File: src/rtl/icon_pkg.sv
// Shared constants for the robot icon overlay: colour codes, orientations, scaling defaults
// and the two 16x16 source bitmaps (N and NE) used by the icon ROM.
package icon_pkg;

    typedef enum logic [1:0] {
        ICON_TRANSP = 2'b00,
        ICON_C1     = 2'b01,
        ICON_C2     = 2'b10,
        ICON_C3     = 2'b11
    } icon_t;

    localparam logic [2:0] ORIENT_N  = 3'd0;
    localparam logic [2:0] ORIENT_NE = 3'd1;
    localparam logic [2:0] ORIENT_E  = 3'd2;
    localparam logic [2:0] ORIENT_SE = 3'd3;
    localparam logic [2:0] ORIENT_S  = 3'd4;
    localparam logic [2:0] ORIENT_SW = 3'd5;
    localparam logic [2:0] ORIENT_W  = 3'd6;
    localparam logic [2:0] ORIENT_NW = 3'd7;

    localparam int ICON_SIZE_DEF = 16;
    localparam int X_SCALE_DEF   = 8;
    localparam int Y_SCALE_DEF   = 6;
    localparam int PIX_W_DEF     = 10;

    // addr = {base, row[3:0], col[3:0]}; base 0 is an upward arrow, base 1 a diagonal wedge
    function automatic logic [1:0] icon_pixel(input logic [8:0] addr);
        logic [3:0] r;
        logic [3:0] c;
        logic [1:0] px;
        r = addr[7:4];
        c = addr[3:0];
        if (!addr[8]) begin
            if ((r <= 4'd3) && (c >= 4'd5) && (c <= 4'd10))
                px = ICON_C3;
            else if ((c >= 4'd6) && (c <= 4'd9))
                px = ICON_C2;
            else
                px = ICON_C1;
        end else begin
            if ({1'b0, c} >= ({1'b0, r} + 5'd8))
                px = ICON_C3;
            else
                px = ICON_C1;
        end
        return px;
    endfunction

endpackage

File: src/rtl/icon_generator_rom.sv
// 512x2 synchronous icon ROM: two 16x16 bitmaps, one-cycle registered read.
module icon_generator_rom
    import icon_pkg::*;
(
    input  logic       clk,
    input  logic [8:0] addr,
    output logic [1:0] dout
);

    always_ff @(posedge clk) begin
        dout <= icon_pixel(addr);
    end

endmodule

File: src/rtl/icon_generator.sv
// Per-pixel robot icon overlay: frame-locked location snapshot, box test, orientation remap
// into the icon ROM, and a matching two-clock delay of video_on.
module icon_generator
    import icon_pkg::*;
#(
    parameter int ICON_SIZE = ICON_SIZE_DEF,
    parameter int X_SCALE   = X_SCALE_DEF,
    parameter int Y_SCALE   = Y_SCALE_DEF,
    parameter int PIX_W     = PIX_W_DEF
) (
    input  logic             clk,
    input  logic             reset_n,
    input  logic [PIX_W-1:0] pixel_row,
    input  logic [PIX_W-1:0] pixel_column,
    input  logic             video_on,
    input  logic             frame_start,
    input  logic [7:0]       loc_x,
    input  logic [7:0]       loc_y,
    input  logic [7:0]       bot_info,
    output logic [1:0]       icon,
    output logic             video_on_d
);

    localparam int OW = PIX_W + 1;
    // One extra bit so col-ox cannot overflow when the origin is negative
    localparam int DW = PIX_W + 2;
    localparam logic signed [DW-1:0] BOX_HI = DW'(ICON_SIZE);
    localparam logic [OW-1:0]        HALF   = OW'(ICON_SIZE / 2);
    localparam logic [3:0]           S      = 4'd15;

    logic [6:0] r_shadow_x;
    logic [6:0] r_shadow_y;
    logic [2:0] r_shadow_orient;

    logic       r_in_box1;
    logic [3:0] r_dc1;
    logic [3:0] r_dr1;
    logic [2:0] r_orient1;
    logic       r_vid1;

    logic       r_in_box2;
    logic       r_vid2;

    logic [OW-1:0]        w_cx;
    logic [OW-1:0]        w_cy;
    logic signed [OW-1:0] w_ox;
    logic signed [OW-1:0] w_oy;
    logic signed [DW-1:0] w_dc_full;
    logic signed [DW-1:0] w_dr_full;
    logic                 w_in_box;
    logic [3:0]           w_r;
    logic [3:0]           w_c;
    logic [8:0]           w_rom_addr;
    logic [1:0]           w_rom_data;
    logic                 w_unused;

    assign w_unused = ^{loc_x[7], loc_y[7], bot_info[7:3]};

    always_ff @(posedge clk) begin
        if (!reset_n) begin
            r_shadow_x      <= '0;
            r_shadow_y      <= '0;
            r_shadow_orient <= '0;
        end else if (frame_start) begin
            r_shadow_x      <= loc_x[6:0];
            r_shadow_y      <= loc_y[6:0];
            r_shadow_orient <= bot_info[2:0];
        end
    end

    assign w_cx = OW'(int'(r_shadow_x) * X_SCALE);
    assign w_cy = OW'(int'(r_shadow_y) * Y_SCALE);
    assign w_ox = $signed(w_cx - HALF);
    assign w_oy = $signed(w_cy - HALF);

    assign w_dc_full = $signed({2'b00, pixel_column}) - $signed({w_ox[OW-1], w_ox});
    assign w_dr_full = $signed({2'b00, pixel_row})    - $signed({w_oy[OW-1], w_oy});
    assign w_in_box  = !w_dc_full[DW-1] && (w_dc_full < BOX_HI) &&
                       !w_dr_full[DW-1] && (w_dr_full < BOX_HI);

    always_ff @(posedge clk) begin
        if (!reset_n) begin
            r_in_box1 <= 1'b0;
            r_dc1     <= '0;
            r_dr1     <= '0;
            r_orient1 <= '0;
            r_vid1    <= 1'b0;
            r_in_box2 <= 1'b0;
            r_vid2    <= 1'b0;
        end else begin
            r_in_box1 <= w_in_box;
            r_dc1     <= w_dc_full[3:0];
            r_dr1     <= w_dr_full[3:0];
            r_orient1 <= r_shadow_orient;
            r_vid1    <= video_on;
            r_in_box2 <= r_in_box1;
            r_vid2    <= r_vid1;
        end
    end

    // Quarter-turn clockwise rotations of the screen-space offset back into bitmap space
    always_comb begin
        w_r = r_dr1;
        w_c = r_dc1;
        case (r_orient1[2:1])
            2'd1: begin
                w_r = S - r_dc1;
                w_c = r_dr1;
            end
            2'd2: begin
                w_r = S - r_dr1;
                w_c = S - r_dc1;
            end
            2'd3: begin
                w_r = r_dc1;
                w_c = S - r_dr1;
            end
            default: begin
                w_r = r_dr1;
                w_c = r_dc1;
            end
        endcase
    end

    assign w_rom_addr = {r_orient1[0], w_r, w_c};

    icon_generator_rom u_rom (
        .clk  (clk),
        .addr (w_rom_addr),
        .dout (w_rom_data)
    );

    assign icon       = (r_in_box2 && r_vid2) ? w_rom_data : ICON_TRANSP;
    assign video_on_d = r_vid2;

endmodule

File: config.mk
export PLATFORM = sky130hd
export DESIGN_NAME = icon_generator
export DESIGN_NICKNAME = d
export VERILOG_FILES = /design/src/rtl/icon_pkg.sv /design/src/rtl/icon_generator_rom.sv /design/src/rtl/icon_generator.sv
export SDC_FILE = /design/constraint.sdc
export NUM_CORES = 1
export LEC_CHECK = 0
export CORE_MARGIN = 1.5
export CORE_UTILIZATION = 30
export DETAILED_ROUTE_END_ITERATION = 8
export PLACE_DENSITY_LB_ADDON = 0.05
export SLEW_MARGIN = 20
export SYNTH_ARGS = -nofsm -noshare
export SYNTH_HDL_FRONTEND = slang
export SYNTH_SLANG_ARGS = --single-unit
File: constraint.sdc
create_clock -name clk -period 6.4 [get_ports clk]
set_input_delay 1.6 -clock clk [delete_from_list [all_inputs] [get_ports clk]]
set_output_delay 1.6 -clock clk [all_outputs]
set_load 0.01 [all_outputs]
Word-level counts from Yosys, hierarchy flattened
Index checks and enable logic that the tools add are counted.
{ "classes": {"n_addsub": 7, "mul": 1, "magnitude_cmp": 8, "n_eq_ne": 3, "mux": 7, "n_reduce_logical": 9} }
{ "op_table": {"columns": ["operator", "count"], "rows": [
  ["$lt 12x6->1 const B", 2],
  ["$pmux 4 s3", 2],
  ["$sub 11x11->12", 2],
  ["$sub 10x4->11 const B", 2],
  ["$mux 2", 5],
  ["$mul 7x2->9 const B", 1],
  ["$ge 4x3->1 const B", 2],
  ["$le 4x4->1 const B", 2],
  ["$sub 4x4->4 const A", 2],
  ["$logic_and 1x1->1", 7],
  ["$add 4x4->5 const B", 1],
  ["$ge 4x5->1", 1],
  ["$eq 2x2->1 const B", 2],
  ["$le 4x2->1 const B", 1],
  ["$eq 2x1->1 const B", 1],
  ["$logic_not 1->1", 2]
]} }
{ "word_totals": {"register_bits": 34, "inputBits": 48} }

Depth between registers and ports, before layout
Gate-level depths: netlist (run 1).
{ "logic_depth": {"depth_word": 7, "depth_mapped": 15} }

By module
Synthesis (run 1) repeated with hierarchy kept, for this count alone.
{ "hier_totals": {"hier_cells": 289, "area_unflattened_um2": 2615.0} }
{ "modules_own_cells": {"columns": ["mod", "n_inst", "cells_per_inst", "area_per_inst_um2"], "rows": [
  ["icon_generator", 1, 262, 2391.0],
  ["icon_generator_rom", 1, 27, 224.0]
]} }

Worst setup path before layout (run 1)
Ideal clock, no wire load.
{ "synth_timing": {"path_kind": "input to register", "from": "input port pixel_column[3]", "to": "register r_in_box1", "setup_time_ps": 86, "arrival_ps": 3305, "required_time_ps": 6314, "setup_slack_ps": 3008, "stages": 10, "cell_sequence": "inv_1 -> ha_1 -> inv_1 -> fa_1 -> a21o_1 -> a211oi_1 -> nor2_1 -> a2111oi_0 -> o2111ai_1 -> a221oi_2"} }
{ "synth_between": {"elab_chain_cells": 5, "word_cells_on_any_way": 6} }
{ "synth_rtl": {"columns": ["item", "line_no", "rtl"], "rows": [
  ["start, declared", "icon_generator.sv:14", "input logic [PIX_W-1:0] pixel_column,"],
  ["$sub 11x11->12 *", "icon_generator.sv:76", "assign w_dc_full = $signed({2'b00, pixel_column}) - $signed({w_ox[OW-1], w_ox});"],
  ["$lt 12x6->1 or $logic_not 1->1 (tied branches)", "icon_generator.sv:78", "assign w_in_box = !w_dc_full[DW-1] && (w_dc_full < BOX_HI) &&"],
  ["$logic_and 1x1->1 * (2 in series)", "icon_generator.sv:78", null],
  ["$logic_and 1x1->1 *", "icon_generator.sv:79", "!w_dr_full[DW-1] && (w_dr_full < BOX_HI);"],
  ["end signal, assigned", "icon_generator.sv:91", "r_in_box1 <= w_in_box;"],
  ["end, declared", "icon_generator.sv:35", "logic r_in_box1;"]
]} }
Every way passes the cells marked *; elsewhere a longest branch is shown, timed or not.
A chain may end at the register's enable or synchronous reset.

Final worst setup path (run 1)
Ends and elaborated chain as after synthesis.

==> results.md, run 1 <==
* Outcome: finished clean
* Clock tree buffer depth at 2
* Synth-to-layout area growth at 24.2%
* Total inserted antenna cells at 0
* Number of buffers inserted by port buffering at 43
* Vias in the first global route at 2136
* Number of antenna violations at the first check in global routing at 0
* Unrepaired setup endpoints after global routing: no
* Non-Filler Cell Area, Final at 3410 µm²
* Worst setup EP type: flip-flop
* Cell types with the highest counts after synthesis: sky130_fd_sc_hd__dfxtp_1, sky130_fd_sc_hd__ha_1, sky130_fd_sc_hd__mux2i_1, sky130_fd_sc_hd__inv_1, sky130_fd_sc_hd__nor2b_1
* HP Start: r_vid1
* CTS sink cnt at 34
* Critical setup path kind: in -> reg
* Top-level I/O count at 51
* Class of the tightest hold or removal check: reg -> reg
* Synth warnings at 0
* Final ANT Viol Nets at 0
* Ranking of synthesized cells by area: sky130_fd_sc_hd__dfxtp_1, sky130_fd_sc_hd__ha_1, sky130_fd_sc_hd__mux2i_1
* Num CTS Buffers at 5
* Drt initial violations at 81
* Cell area after placement at 3270 µm²
* Pre-Repair DR Iteration Count at 6
* Quantity of hold-fixing buffers added after cts at 0
* Count of maximum capacitance violations at 0
* First-pass GRT wire length at 9.92 mm
* Source-to-sink clock delay at the later pin of the worst-skew pair at 0.29 ns
* Grt total ovfl at 0
* Final clock skew at 0.00713 ns
* Final setup vio count at 0
* Slew at the pin closest to its max-slew limit at 1.05 ns
* Nets at 425
* Chip width at 98.7 µm
* Static Leak at 1.43 nW
* DR vias at 2192
* Fraction of post-synthesis cell area in the top cell type by area at 24.8%
* Clock slew seen by the registers of the worst setup and hold paths at 0.08 ns
* Beginning of the critical path: pixel_column[3]
* Number of storage elements in the synthesis netlist at 34
* CTS tree: yes
* Vias per inst at 4.84
* R2R Path Start: r_shadow_y[1]
* Sequential cell area fraction in the yosys report at 24.8%
* Core region area at 8810 µm²
* Largest net degree at the start of global routing at 33
* Final hold viol count at 0
* Total routed wirelength at 5.90 mm
* Final worst path period share at 61.3%
* Floorplan die height at 98.7 µm
* Req. time, crit path at 6.58 ns
* Number of synthesized flops with an enable pin at 0
* Power, Total at 0.787 mW
* Maximum operating frequency at 255 MHz
* Remaining design rule violation count at 0
* Power density over cell area at 231 nW/µm²
* Cells after synthesis at 303
* FFs w/ async S/R, synth at 0%
* Worst setup SP type: input port
* Initial Utilization at 31.2%
* Number of unique standard cell types used by synthesis at 56
* Mapped cell area at 2750 µm²
* Slew HR at 29.9%
* Ratio of cells with drive above 1 in the final layout at 7.25%
* Full die area at 9740 µm²
* Number of standard-cell rows in the floorplan at 34
* Primary flip-flop cell chosen by synthesis mapping: sky130_fd_sc_hd__dfxtp_1
* Count leader, synth: sky130_fd_sc_hd__dfxtp_1
* Post-Route Utilization at 38.7%
* Number of H-tree branching levels at 2
* Critical path arrival at 4.11 ns
* Global-route usage over all layers at 12.5%
* Max rail drop VDD at 0.0000933 V
* Wirelength per Cell at 13.0 µm
* Avg Cell Area, Syn at 9.06 µm²
* Count of final max-slew check failures at 0
* Post-layout minimum cycle time at 3.92 ns
* Final setup TNS at 0 ns
* Number of nets produced by synthesis at 384
* Root Buffer: sky130_fd_sc_hd__clkbuf_8
* Post-CTS setup buffer count at 0
* Dominant cell type by area after synthesis: sky130_fd_sc_hd__dfxtp_1
* Detailed-placement wirelength estimate at 4.71 mm
* Post_cts resized at 0
* GPL Wtd Cong at 0.846
* Largest driver fanout on the critical path at 3
==> registers in the layout, indices dropped and copies added, names as in the netlist <==
signal and count:
r_shadow_x 7, r_dr1 4, r_in_box1 1, u_rom.dout 2, r_shadow_orient 3, r_in_box2 1, r_vid1 1, r_shadow_y 7
video_on_d 1, r_orient1 3, r_dc1 4
==> critical path, cell delays in order <==
cell	delay (ns)
sky130_fd_sc_hd__clkdlybuf4s50_1	0.40
sky130_fd_sc_hd__inv_1	0.07
sky130_fd_sc_hd__ha_1	0.18
sky130_fd_sc_hd__inv_1	0.06
sky130_fd_sc_hd__fa_1	0.42
sky130_fd_sc_hd__a21o_1	0.18
sky130_fd_sc_hd__a211oi_1	0.25
sky130_fd_sc_hd__nor2_1	0.07
sky130_fd_sc_hd__a2111oi_0	0.46
sky130_fd_sc_hd__o2111ai_1	0.20
sky130_fd_sc_hd__a221oi_2	0.24
==> cell usage in the layout (no fill, tap or decap), types with 2 or more instances in the layout <==
cell type	instances
sky130_fd_sc_hd__clkdlybuf4s50_1	43
sky130_fd_sc_hd__dfxtp_1	34
sky130_fd_sc_hd__ha_1	30
sky130_fd_sc_hd__mux2i_1	27
sky130_fd_sc_hd__inv_1	24
sky130_fd_sc_hd__nor2b_1	24
sky130_fd_sc_hd__nor2_1	16
sky130_fd_sc_hd__xnor2_1	14
sky130_fd_sc_hd__and2_1	13
sky130_fd_sc_hd__a21oi_1	12
sky130_fd_sc_hd__xor2_1	10
sky130_fd_sc_hd__o21ai_0	7
sky130_fd_sc_hd__nand2_1	6
sky130_fd_sc_hd__a211oi_1	6
sky130_fd_sc_hd__or2_2	5
sky130_fd_sc_hd__clkbuf_8	5
sky130_fd_sc_hd__nand2b_1	4
sky130_fd_sc_hd__o31ai_1	4
sky130_fd_sc_hd__and3_1	3
sky130_fd_sc_hd__nor3_1	3
sky130_fd_sc_hd__a21o_1	3
sky130_fd_sc_hd__or3_1	3
sky130_fd_sc_hd__fa_1	3
sky130_fd_sc_hd__nand4bb_1	2
sky130_fd_sc_hd__nor3b_1	2
sky130_fd_sc_hd__a211o_1	2
sky130_fd_sc_hd__nand4_1	2
sky130_fd_sc_hd__a221oi_2	2
sky130_fd_sc_hd__o221ai_1	2
sky130_fd_sc_hd__mux2_2	2
sky130_fd_sc_hd__a31oi_1	2
sky130_fd_sc_hd__a221oi_1	2
sky130_fd_sc_hd__o2111ai_1	2
sky130_fd_sc_hd__o211ai_1	2
sky130_fd_sc_hd__bufinv_16	2
==> power breakdown <==
part	total [mW]	leakage, nW	internal, mW	switching, mW
Sequential	0.237	0.281	0.226	0.0111
Combinational	0.312	1.08	0.149	0.163
Clock	0.238	0.0683	0.156	0.0823
Total	0.787	1.43	0.531	0.257
==> per-layer routing <==
layer,wire length [µm],vias up,global-route usage (%)
met5,0,-,0
li1,-,1156,-
met1,3060,1002,17.0
met2,2650,28,20.7
met4,80,0,3.96
met3,112,6,1.56
==> per-stage QoR <==
stage / instances / setup slack [ns] / hold slack, ns
final: 453 / 2.48 / 0.439
after global placement: 445 / 2.15 / 0.425
after CTS: 453 / 2.46 / 0.442
after global routing: 453 / 2.16 / 0.461
after detailed placement: 445 / 2.16 / 0.422
after floorplan: 303 / 3.01 / 0.412
==> cells by family (layout without fill, tap and decap cells) <==
group | Yosys count | count (layout) | synth area share [%]
adders and majority gates | 33 | 33 | 15.9
AOI/OAI and AO/OA | 58 | 58 | 16.2
DFF | 34 | 34 | 24.8
xor gates and xnor gates | 24 | 24 | 7.65
muxes | 29 | 29 | 10.7
and+or+nand+nor | 92 | 92 | 20.1
buffers and inverters | 33 | 75 | 4.69
==> layout make-up <==
type	count	area, µm²
Fill cell	891	5400
Multi-Input combinational cell	236	1940
Sequential cell	34	681
Timing Repair Buffer	43	430
Tap cell	108	135
Inverter	24	90.1
Clock buffer	5	68.8
Clock inverter	3	68.8
==> path summary, 6_finish.rpt <==
path / depth (start not counted) / to / slack (ns)
max: 11 / r_in_box1 / 2.48
min reg2reg: 1 / video_on_d / 0.44
min: 1 / video_on_d / 0.44
max reg2reg: 15 / r_in_box1 / 2.59
No activity file was read; power rests on OpenSTA's default activity.
==> inputs of run 2 (changes only) <==
- clock period: 6.4 -> 4.1 ns (I/O delays scaled with it)
==> results.md, run 2 (synthesis results as in run 1) <==
* Unrepaired setup endpoints after global routing: no
* Quantity of hold-fixing buffers added after cts at 0
* Terminus of the critical flop-to-flop path: r_in_box1
* Initial Utilization at 31.2%
* Top library cells by usage in the layout, fill and taps aside: sky130_fd_sc_hd__clkdlybuf4s50_1, sky130_fd_sc_hd__dfxtp_1, sky130_fd_sc_hd__ha_1, sky130_fd_sc_hd__mux2i_1
* CTS tree: yes
* Registers with the highest flip-flop counts: r_shadow_x x7, r_shadow_y x7
* First-pass GRT wire length at 9.87 mm
* Final worst path period share at 90.3%
* Static Leak at 1.42 nW
* Wirelength per Cell at 13.0 µm
* Remaining design rule violation count at 2
* Endpoint of the worst hold-timing path: video_on_d
* Drt initial violations at 46
* Depth of the most critical reg-to-reg path at 15
* FILL cells at 896
* Slowest cell delay on critical path at 0.41 ns
* Total inserted antenna cells at 0
* Worst setup EP type: flip-flop
* Clock slew seen by the registers of the worst setup and hold paths at 0.07 ns
* Post-layout minimum cycle time at 3.70 ns
* Number of antenna violations at the first check in global routing at 0
* Floorplan die height at 98.7 µm
* Final setup vio count at 0
* Slack of the worst reg-to-reg path at 0.40 ns
* Detailed-placement wirelength estimate at 4.73 mm
* Final hold viol count at 0
* Number of standard-cell rows in the floorplan at 34
* Clock tree buffer depth at 2
* Nets at 427
* Switching pwr at 0.395 mW
* Most frequent cell on the critical path: sky130_fd_sc_hd__a21oi_1
* GPL Wtd Cong at 0.860
* Count of maximum capacitance violations at 0
* Core region area at 8810 µm²
* Largest driver fanout on the critical path at 4
* Violated checks: DRC
* Num CTS Buffers at 5
* Final ANT Viol Nets at 0
* Slowest CP cell: sky130_fd_sc_hd__fa_1
* Chip width at 98.7 µm
* Beginning of the critical path: r_shadow_y[1]
* Clock network power share at 23.2%
* Worst setup SP type: flip-flop
* Post-Route Utilization at 38.5%
* Critical Path, Cell by Cell: ha_1 -> fa_1 -> a211o_1 -> a21oi_1 -> o221ai_2 -> nor2_1 -> mux2_2 -> a21oi_1 -> ha_1 -> nor2b_1 -> a21oi_1 -> o211ai_1 -> nor4_1 -> o2111ai_1 -> a221oi_2
* Global-route usage over all layers at 12.5%
* Synth-to-layout area growth at 23.4%
* Slew at the pin closest to its max-slew limit at 0.480 ns
* DR vias at 2206
* HP Start: r_vid1
* Req. time, crit path at 4.29 ns
* Pre-Repair DR Iteration Count at 8
* CTS sink cnt at 34
* Hold Crit Depth at 1
* Count of final max-slew check failures at 0
* Critical path arrival at 3.90 ns
* Ratio of cells with drive above 1 in the final layout at 8.07%
* Critical setup path kind: reg -> reg
* Largest net degree at the start of global routing at 33
* Combinational power share at 43.7%
* Slew HR at 67.2%
* Number of buffers inserted by port buffering at 43
* Final setup TNS at 0 ns
* Commonest non-fill, non-tap cell in the layout: sky130_fd_sc_hd__clkdlybuf4s50_1
* Relative contribution of sequential cells to total power at 33.1%
* Final clock skew at 0.00698 ns
* Full die area at 9740 µm²
* Max rail drop VDD at 0.000126 V
* Top-level I/O count at 51
* Vias per inst at 4.85
* Root Buffer: sky130_fd_sc_hd__clkbuf_8
* Source-to-sink clock delay at the later pin of the worst-skew pair at 0.28 ns
* Number of H-tree branching levels at 2
* Class of the tightest hold or removal check: reg -> reg
* Grt total ovfl at 0
* Total routed wirelength at 5.90 mm
* Cell internal pwr at 0.721 mW
* Outcome: finished, violations left
* Vias in the first global route at 2152
* Switching Fraction at 35.4%
* Maximum operating frequency at 270 MHz
* Power density over cell area at 329 nW/µm²
* R2R Path Start: r_shadow_y[1]
## run 2: worst max-delay path: cells and delay by family (launching register included)
| kind | cells | cell delay [ns] |
|---|---|---|
| DFF | 1 | 0.35 |
| AOI/OAI and AO/OA | 8 | 1.46 |
| muxes | 1 | 0.35 |
| and+or+nand+nor | 3 | 0.52 |
| adders and majority gates | 3 | 0.91 |
## run 2: worst max-delay path by stage
stage,to,slack [ns],cells past startpoint
after floorplan,r_in_box1,0.74,15
after global routing,r_in_box1,0.06,15
after global placement,r_in_box1,0.38,15
after detailed placement,r_in_box1,0.34,15
final,r_in_box1,0.40,15
after CTS,r_in_box1,0.32,15
## run 2: stage by stage
step	power [mW]	worst slack, ns	hold WS, ns	instance area, µm²	instances
finish	1.12	0.397	0.437	3390	455
global route	1.21	0.0571	0.460	3390	455
CTS	1.13	0.320	0.442	3380	455
detailed placement	0.862	0.337	0.423	3290	447
global placement	0.863	0.382	0.425	3290	447
floorplan	0.734	0.737	0.412	2750	303
## run 2: power groups by stage
stage                     Combinational (mW)  Sequential (mW)  Clock, mW
final                                  0.488            0.369      0.259
after global routing                   0.550            0.372      0.287
after CTS                              0.489            0.370      0.275
after detailed placement               0.485            0.377          0
after global placement                 0.485            0.377          0
after floorplan                        0.363            0.371          0
## run 2: cell type report
| class | instances | area (µm²) | area share, % |
|---|---|---|---|
| Multi-Input combinational cell | 236 | 1940 | 57.3 |
| Tap cell | 108 | 135 | 3.99 |
| Sequential cell | 34 | 681 | 20.1 |
| Inverter | 24 | 90.1 | 2.66 |
| Clock buffer | 6 | 82.6 | 2.44 |
| Timing Repair Buffer | 45 | 445 | 13.1 |
| Clock inverter | 2 | 12.5 | 0.369 |
## run 2: routing by layer
metal | vias up | GRT usage (%) | routed length [µm]
li1 | 1166 | - | -
met5 | - | 0 | 0
met2 | 33 | 20.7 | 2610
met4 | 0 | 5.05 | 127
met3 | 10 | 1.70 | 134
met1 | 997 | 16.6 | 3020
## run 2: repair_timing
action / in CTS / in global routing
setup endpoints to repair: 0 / 1
setup buffers: 0 / 0
endpoints found under the hold margin: 0 / 0
resized for setup: 0 / 1
==> inputs of run 3 (changes only) <==
- PLACE_DENSITY_LB_ADDON: 0.05 -> 0.2
- SKIP_LAST_GASP: not set -> 1
- clock period: 4.1 -> 3.95 ns (I/O delays scaled with it)
==> results.md, run 3 (synthesis results as in run 1) <==
* Number of antenna violations at the first check in global routing at 0
* Synth-to-layout area growth at 24.2%
* Detailed-placement wirelength estimate at 4.51 mm
* Pre-Repair DR Iteration Count at 6
* Worst path setup slack after routing at 0.233 ns
* Largest driver fanout on the critical path at 4
* Root Buffer: sky130_fd_sc_hd__clkbuf_8
* Final ANT Viol Nets at 0
* Critical path arrival at 3.93 ns
* Post-layout minimum cycle time at 3.72 ns
* Unrepaired setup endpoints after global routing: no
* Static Leak at 1.42 nW
* Wirelength per Cell at 12.6 µm
* Depth of the most critical reg-to-reg path at 15
* Full die area at 9740 µm²
* Power density over cell area at 340 nW/µm²
* Critical Path, Cell by Cell: ha_2 -> fa_2 -> a211o_1 -> and3_4 -> o311ai_4 -> nor2_1 -> mux2_2 -> a21oi_2 -> ha_1 -> nor2b_1 -> a21oi_1 -> o211ai_1 -> nor4_2 -> o2111ai_1 -> a221oi_2
* R2R Path Start: r_shadow_y[1]
* Number of standard-cell rows in the floorplan at 34
* Slowest CP cell: sky130_fd_sc_hd__dfxtp_1
* Total inserted antenna cells at 0
* Terminus of the critical flop-to-flop path: r_in_box1
* Clock slew seen by the registers of the worst setup and hold paths at 0.08 ns
* Vias in the first global route at 2045
* DR vias at 2208
* Outcome: finished clean
* Slew HR at 67.1%
* Final setup TNS at 0 ns
* Floorplan die height at 98.7 µm
* Clock tree buffer depth at 2
* Endpoint of the worst hold-timing path: video_on_d
* Setup slack at placement at 0.162 ns
* First-pass GRT wire length at 9.29 mm
* CTS tree: yes
* Top library cells by usage in the layout, fill and taps aside: sky130_fd_sc_hd__clkdlybuf4s50_1, sky130_fd_sc_hd__dfxtp_1, sky130_fd_sc_hd__ha_1, sky130_fd_sc_hd__mux2i_1
* Nets at 427
* Num CTS Buffers at 5
* Slack of the worst reg-to-reg path at 0.23 ns
* Final hold viol count at 0
* Slowest cell delay on critical path at 0.36 ns
* Remaining design rule violation count at 0
* Source-to-sink clock delay at the later pin of the worst-skew pair at 0.29 ns
* Total routed wirelength at 5.73 mm
* GPL Wtd Cong at 0.790
* Post-Route Utilization at 38.7%
* Quantity of hold-fixing buffers added after cts at 0
* Critical setup path kind: reg -> reg
* Number of buffers inserted by port buffering at 43
* Vias per inst at 4.85
* Number of H-tree branching levels at 2
* Final setup vio count at 0
* Max rail drop VDD at 0.0000987 V
* Cell Count Post-Placement at 447
* Post-CTS setup buffer count at 0
* Ratio of cells with drive above 1 in the final layout at 9.22%
* Top-level I/O count at 51
* Largest net degree at the start of global routing at 32
* Global-route usage over all layers at 11.9%
* Worst setup EP type: flip-flop
* Hold Crit Depth at 1
* HP Start: r_vid1
* Grt total ovfl at 0
* Core region area at 8810 µm²
* Count of maximum capacitance violations at 0
* Commonest non-fill, non-tap cell in the layout: sky130_fd_sc_hd__clkdlybuf4s50_1
* Maximum operating frequency at 269 MHz
* Non-filler cells in the finished layout at 455
* Final worst path period share at 94.1%
* Worst setup SP type: flip-flop
* Req. time, crit path at 4.16 ns
* Count of final max-slew check failures at 0
* Slew at the pin closest to its max-slew limit at 0.481 ns
* Registers with the highest flip-flop counts: r_shadow_x x7, r_shadow_y x7
* Final clock skew at 0.00904 ns
* Initial Utilization at 31.2%
* Drt initial violations at 45
* Class of the tightest hold or removal check: reg -> reg
* Chip width at 98.7 µm
* CTS sink cnt at 34
[run 3: cell types whose count changed in the layout (fill, tap and decap cells not counted), sizes merged]
cell / delta
clkinvlp: -1
clkbuf: +1
[run 3: cell type report]
cell class	instances	area (µm²)
clock buffer	7	86.3
clock inverter	1	5.00
tap	108	135
timing repair buffer	45	445
fill	887	5390
multi-input combinational	236	1970
inverter	24	90.1
sequential	34	681
[run 3: per-layer routing]
layer  wire length (µm)  up-vias  track usage (%)
met4                124        0             4.84
met3                178        9             2.48
met1               2940      996             15.9
li1                   -     1167                -
met5                  0        -                0
met2               2480       36             18.7
[run 3: worst max-delay path by stage]
| stage | start | endpoint | cells after the start |
|---|---|---|---|
| after CTS | r_shadow_y[1] | r_in_box1 | 15 |
| after detailed placement | r_shadow_y[1] | r_in_box1 | 15 |
| after global placement | r_shadow_y[1] | r_in_box1 | 15 |
| after floorplan | r_shadow_y[1] | r_in_box1 | 15 |
| after global routing | r_shadow_y[1] | r_in_box1 | 15 |
| final | r_shadow_y[1] | r_in_box1 | 15 |
[run 3: power by group]
group / internal [mW] / total [mW] / leakage [nW] / switching [mW]
Clock: 0.141 / 0.270 / 0.0482 / 0.129
Combinational: 0.244 / 0.506 / 1.09 / 0.262
Sequential: 0.366 / 0.384 / 0.281 / 0.0177
[run 3: timing repair]
item / 4_1_cts / 5_1_grt
hold endpoints to repair: 0 / 0
endpoints found under the setup margin: 0 / 1
gates resized for setup: 0 / 7
[run 3: through the flow]
stage / hold slack (ns) / total power, mW / cell area [µm²]
floorplan: 0.412 / 0.762 / 2750
global placement: 0.427 / 0.879 / 3290
detailed placement: 0.424 / 0.884 / 3290
CTS: 0.441 / 1.16 / 3380
global route: 0.447 / 1.25 / 3410
finish: 0.435 / 1.16 / 3410
[run 3: critical path, delay by kind of cell (launching register included)]
family / cells / cell delay [ns]
compound gates: 7 / 1.40
fa+ha+maj: 3 / 0.82
flops: 1 / 0.36
mux: 1 / 0.29
simple gates: 4 / 0.77
